==> src/rtl/fft_stage_ctrl.sv <==
// rtl/fft_stage_ctrl.sv - stage/butterfly sequencer for an in-place radix-2 DIT FFT
// Purpose: walks N_LOG2 stages x N/2 butterflies, issuing p/q read addresses,
//   twiddle index and butterfly enable, and delays them so the write-back
//   addresses line up with butterfly vld. Drains between stages.
// Ports:
//   clk, rst                 clock (rising edge), asynchronous active-high reset
//   start                    run request, sampled only in IDLE
//   busy, done               run in progress / one-cycle completion pulse
//   stage                    current read-side stage index
//   rd_en, rd_addr_p/q       RAM read strobe and butterfly top/bottom addresses
//   tw_addr                  twiddle ROM index
//   bf_en                    butterfly enable (rd_en delayed RD_LAT)
//   wr_en, wr_addr_p/q       write-back strobe/addresses (delayed RD_LAT+BF_LAT)
//   inverse, tw_conj         only with FFT_CTRL_INVERSE_EN: IFFT request captured
//                            with start, conjugate-twiddle flag aligned with bf_en
// Optional feature macro: FFT_CTRL_INVERSE_EN
module fft_stage_ctrl #(
  parameter int N_LOG2 = 8,
  parameter int RD_LAT = 1,
  parameter int BF_LAT = 3
) (
  input  logic                      clk,
  input  logic                      rst,
  input  logic                      start,
`ifdef FFT_CTRL_INVERSE_EN
  input  logic                      inverse,
  output logic                      tw_conj,
`endif
  output logic                      busy,
  output logic                      done,
  output logic [$clog2(N_LOG2)-1:0] stage,
  output logic                      rd_en,
  output logic [N_LOG2-1:0]         rd_addr_p,
  output logic [N_LOG2-1:0]         rd_addr_q,
  output logic [N_LOG2-2:0]         tw_addr,
  output logic                      bf_en,
  output logic                      wr_en,
  output logic [N_LOG2-1:0]         wr_addr_p,
  output logic [N_LOG2-1:0]         wr_addr_q
);
  localparam int SW  = $clog2(N_LOG2);
  localparam int KW  = N_LOG2 - 1;
  localparam int LAT = RD_LAT + BF_LAT;
  localparam int CW  = $clog2(LAT + 2);

  typedef enum logic [1:0] {S_IDLE, S_RUN, S_DRAIN, S_DONE} state_t;

  state_t          state_q, state_d;
  logic [SW-1:0]   stage_q, stage_d;
  logic [KW-1:0]   k_q, k_d;
  logic [CW-1:0]   cnt_q, cnt_d;

  always_ff @(posedge clk or posedge rst) begin
    if (rst) begin
      state_q <= S_IDLE;
      stage_q <= '0;
      k_q     <= '0;
      cnt_q   <= '0;
    end else begin
      state_q <= state_d;
      stage_q <= stage_d;
      k_q     <= k_d;
      cnt_q   <= cnt_d;
    end
  end

  // Between stages the drain is one cycle longer than the pipeline depth, so
  // the last stage-s write has been committed a full cycle before stage s+1
  // issues its first read. After the final stage only the pipeline must empty.
  always_comb begin
    state_d = state_q;
    stage_d = stage_q;
    k_d     = k_q;
    cnt_d   = cnt_q;
    case (state_q)
      S_IDLE: begin
        if (start) begin
          state_d = S_RUN;
          stage_d = '0;
          k_d     = '0;
        end
      end
      S_RUN: begin
        if (k_q == {KW{1'b1}}) begin
          state_d = S_DRAIN;
          cnt_d   = '0;
        end else begin
          k_d = k_q + 1'b1;
        end
      end
      S_DRAIN: begin
        cnt_d = cnt_q + 1'b1;
        if (stage_q == SW'(N_LOG2 - 1)) begin
          if (cnt_q == CW'(LAT - 1)) state_d = S_DONE;
        end else if (cnt_q == CW'(LAT)) begin
          state_d = S_RUN;
          stage_d = stage_q + 1'b1;
          k_d     = '0;
        end
      end
      S_DONE: begin
        state_d = S_IDLE;
        stage_d = '0;
        k_d     = '0;
      end
      default: state_d = S_IDLE;
    endcase
  end

  assign rd_en = (state_q == S_RUN);
  assign busy  = (state_q == S_RUN) || (state_q == S_DRAIN);
  assign done  = (state_q == S_DONE);
  assign stage = stage_q;

  // p is k with a zero bit inserted at position stage; q sets that bit.
  logic [N_LOG2-1:0] k_ext, lo_mask, pos, addr_p;
  assign k_ext   = {1'b0, k_q};
  assign lo_mask = (N_LOG2'(1) << stage_q) - N_LOG2'(1);
  assign pos     = k_ext & lo_mask;
  assign addr_p  = ((k_ext & ~lo_mask) << 1) | pos;

  // Addresses are forced to zero while the strobe is low so they never
  // wander between accesses and the delayed copies inherit the same rule.
  assign rd_addr_p = rd_en ? addr_p : '0;
  assign rd_addr_q = rd_en ? (addr_p | (N_LOG2'(1) << stage_q)) : '0;
  assign tw_addr   = rd_en ? (pos[KW-1:0] << (SW'(N_LOG2 - 1) - stage_q)) : '0;

  logic [LAT:1]      en_sr_q;
  logic [N_LOG2-1:0] ap_sr_q [1:LAT];
  logic [N_LOG2-1:0] aq_sr_q [1:LAT];

  always_ff @(posedge clk or posedge rst) begin
    if (rst) begin
      en_sr_q <= '0;
      for (int i = 1; i <= LAT; i++) begin
        ap_sr_q[i] <= '0;
        aq_sr_q[i] <= '0;
      end
    end else begin
      en_sr_q[1] <= rd_en;
      ap_sr_q[1] <= rd_addr_p;
      aq_sr_q[1] <= rd_addr_q;
      for (int i = 2; i <= LAT; i++) begin
        en_sr_q[i] <= en_sr_q[i-1];
        ap_sr_q[i] <= ap_sr_q[i-1];
        aq_sr_q[i] <= aq_sr_q[i-1];
      end
    end
  end

  assign bf_en     = en_sr_q[RD_LAT];
  assign wr_en     = en_sr_q[LAT];
  assign wr_addr_p = ap_sr_q[LAT];
  assign wr_addr_q = aq_sr_q[LAT];

`ifdef FFT_CTRL_INVERSE_EN
  logic              inv_q;
  logic [RD_LAT:1]   conj_sr_q;

  always_ff @(posedge clk or posedge rst) begin
    if (rst) begin
      inv_q     <= 1'b0;
      conj_sr_q <= '0;
    end else begin
      if (state_q == S_IDLE && start) inv_q <= inverse;
      conj_sr_q[1] <= rd_en & inv_q;
      for (int i = 2; i <= RD_LAT; i++) conj_sr_q[i] <= conj_sr_q[i-1];
    end
  end

  assign tw_conj = conj_sr_q[RD_LAT];
`endif
endmodule

==> config.mk <==
export PLATFORM = sky130hd
export DESIGN_NAME = fft_stage_ctrl
export DESIGN_NICKNAME = d
export VERILOG_FILES = /design/src/rtl/fft_stage_ctrl.sv
export SDC_FILE = /design/constraint.sdc
export NUM_CORES = 1
export LEC_CHECK = 0
export BUFFER_PORTS_ARGS = -buffer_cell sky130_fd_sc_hd__buf_2
export CORE_MARGIN = 1.5
export CORE_UTILIZATION = 50
export CTS_CLUSTER_DIAMETER = 30
export DETAILED_ROUTE_END_ITERATION = 7
export PLACE_DENSITY = 0.83
export SYNTH_ARGS = -nofsm -noshare
export SYNTH_HDL_FRONTEND = slang
export SYNTH_SLANG_ARGS = --single-unit
==> constraint.sdc <==
create_clock -name clk -period 3 [get_ports clk]
set_input_delay 0.45 -clock clk [delete_from_list [all_inputs] [get_ports clk]]
set_output_delay 0.45 -clock clk [all_outputs]
set_load 0.03 [all_outputs]
==> results.toml <==
[global_routing]
grt_pass1_vias = 2202
grt_usage_pct = 19.4
antenna_found_initial = 0
grt_overflow_total = 0
grt_max_degree = 47
grt_pass1_wl_um = 10500

[finish]
drive_above_1_share_pct = 40.0
stdcell_area_mm2 = 0.00422
layout_commonest_cell = "dfrtp_1"
num-nets-final = 359
area_delta_synth_final_pct = 26.4
layout_common_cells = "dfrtp_1, buf_2, buf_4"
diodes = 0
final_core_util_pct = 66.1
fin_cells = 422

[logic_synthesis]
yosysSeqAreaShare_pct = 62.1
synthTopCellsByArea = "dfrtp_1, ha_1, buf_4"
syn-num-nets = 295
ys.flop_type = "dfrtp_1"
yosysUniqueCellTypes = 53
synth-async-reset-ratio_pct = 100
synth_top_area_cell = "dfrtp_1"
synth_edf_count = 0
synth.avg_cell_area_um2 = 12.1
syn_area_mm2 = 0.00334
synth-seq-cells = 83
synth_top_area_share_pct = 62.1
ys_warn_count = 0
synth_cells = 277

[clock_network]
clkLatencyLatePin_ns = 0.34
cts_hold_buffers = 0
cts_tree = "done"
clk_path_buf_depth = 2
clk_pin_slew_ns = 0.08
clockRootBuffer = "clkbuf_8"
cts_buffers = 9
cts_sinks = 83
ctsHtreeMaxLevel = 3

[placement]
placed_cells = 386
routabilityCongestion = 0.949
port-buffer-count = 49
dp_hpwl_um = 4360
placed_area_mm2 = 0.00368

[die]
io_pins = 50
floorplan.initialDensity_pct = 52.3
die_height_um = 84.8
num_rows = 29
die_area_mm2 = 0.00718
core_area_mm2 = 0.00639
die_w_um = 84.8

[detailed_routing]
drc_errors = 0
wl_per_cell_um = 16.1
avgViaCountPerCell = 5.43
dr.pass1.iters = 4
drt_wl_total_um = 6780
first_iter_violations = 115
ant_nets = 0
vias = 2291

[power]
combPwrFrac_pct = 43.5
cellPowerDensity_mw_per_mm2 = 863
p_sw_share_pct = 38.2
p_leak_nw = 2.12
netSwitchingPower_w = 0.00139
peakVddDrop_mv = 0.507
p_int_w = 0.00225
power_frac_seq_pct = 37.3
clockPowerShare_pct = 19.2

[setup_path]
r2r_slack_ns = 0.75
crit_fanout = 7
worstSetupEndpointType = "output port"
worstPathRequired_ns = 2.55
critPathLaunchType = "flop"
reg2regPathDepth = 8
worstSetupPathType = "flop to output port"
rr_endpoint = "stage[1]"
cp_data_arrival_time_ns = 2.68
r2r-start = "stage[0]"

[run_status]
outcome = "finished with violations"
violations = "negative setup slack"

[hold_path]
hold_class = "input pin to async pin"

[sta]
layout_min_cycle_time_ns = 3.13
setup-violations-final = 6
fin_ws_ns = -0.129
fin_skew_ns = 0.00848
slew_headroom_pct = 56.2
fin_tns_setup_ns = -0.327
tightest_slew_ns = 0.656
period_share_pct = 104
final-hold-violation-count = 0
max_freq_ghz = 0.320
drv_slew = 0
timing.hold.ws_ns = 0.171
rsz0062_at_grt = "yes"

[flow_run]
maxCapViolCount = 0
[cell usage after synthesis, types with 3 or more instances]
library cell / instances
a21oi_1: 11
nand3_1: 6
nor2_1: 19
buf_4: 17
clkbuf_1: 3
buf_2: 4
o21ai_0: 9
inv_1: 15
nand2_1: 21
ha_1: 15
nor2b_1: 5
a31o_2: 3
xnor2_1: 4
nor3_1: 4
dfrtp_1: 83
nand3b_1: 5
a31oi_1: 5
[power groups by stage]
stage                     clock, W  combinational, W  sequential [W]
after global placement           0           0.00118         0.00138
after CTS                 0.000724           0.00145         0.00136
after global routing      0.000764           0.00171         0.00137
final                     0.000700           0.00159         0.00136
after floorplan                  0          0.000930         0.00141
after detailed placement         0           0.00121         0.00139
[through the flow]
stage               setup slack (ns)  power [W]
floorplan                    -0.0145    0.00234
global placement               0.126    0.00256
detailed placement            0.0532    0.00261
CTS                          -0.0812    0.00353
global route                  -0.232    0.00384
finish                        -0.129    0.00365
[final cells by class]
| class | count | area, um^2 |
|---|---|---|
| inverters | 15 | 62.6 |
| fillers | 438 | 2160 |
| clock buffers | 10 | 138 |
| repair buffers | 81 | 577 |
| flip-flops and latches | 83 | 2080 |
| clock inverters | 5 | 37.5 |
| well taps | 77 | 96.3 |
| multi-input cells | 151 | 1230 |
[worst max path at each step]
stage | endpoint | from | depth (start not counted)
after floorplan | tw_addr[6] | stage[0] | 13
after global placement | tw_addr[5] | stage[1] | 11
after detailed placement | tw_addr[5] | stage[1] | 11
after CTS | tw_addr[6] | stage[1] | 11
after global routing | tw_addr[6] | stage[1] | 11
final | tw_addr[6] | stage[0] | 11
[routing by layer]
| layer | wire (um) | GRT usage [%] | share of wire, % |
|---|---|---|---|
| met1 | 2850 | 24.7 | 42 |
| met2 | 3360 | 30.1 | 50 |
| met3 | 423 | 6.29 | 6.2 |
| met4 | 145 | 9.82 | 2.1 |
| met5 | 0 | 0 | 0 |
[critical path, cell delays in order (launching register included)]
cell and delay (ns):
dfrtp_2 0.43, inv_4 0.06, ha_4 0.15, nor2b_4 0.12
inv_2 0.07, ha_4 0.16, or4b_4 0.46, a32o_2 0.30
nand2_4 0.10, nor3_4 0.04, o31a_1 0.30, buf_6 0.14
[cell families (layout without fill, tap and decap cells)]
kind of cell	after synthesis	count (layout)	synth area share (%)
flops	83	83	62.1
simple gates	80	80	12.8
compound gates	51	51	10.8
buf+inv	43	111	7.34
fa+ha+maj	15	15	5.62
xor+xnor	5	5	1.31
[state kept, by name, summed over array words and instances (netlist names)]
name / cells
k_q: 7
ap_sr_q: 24
cnt_q: 3
wr_addr_p: 8
state_q: 2
aq_sr_q: 24
wr_addr_q: 8
en_sr_q: 4
stage: 3
[repair_timing]
item	CTS	global route
buffers inserted	13	8
pin swaps	6	10
gates resized for setup	33	21
setup endpoints to repair	15	15
Power figures use the tool's default switching activity.
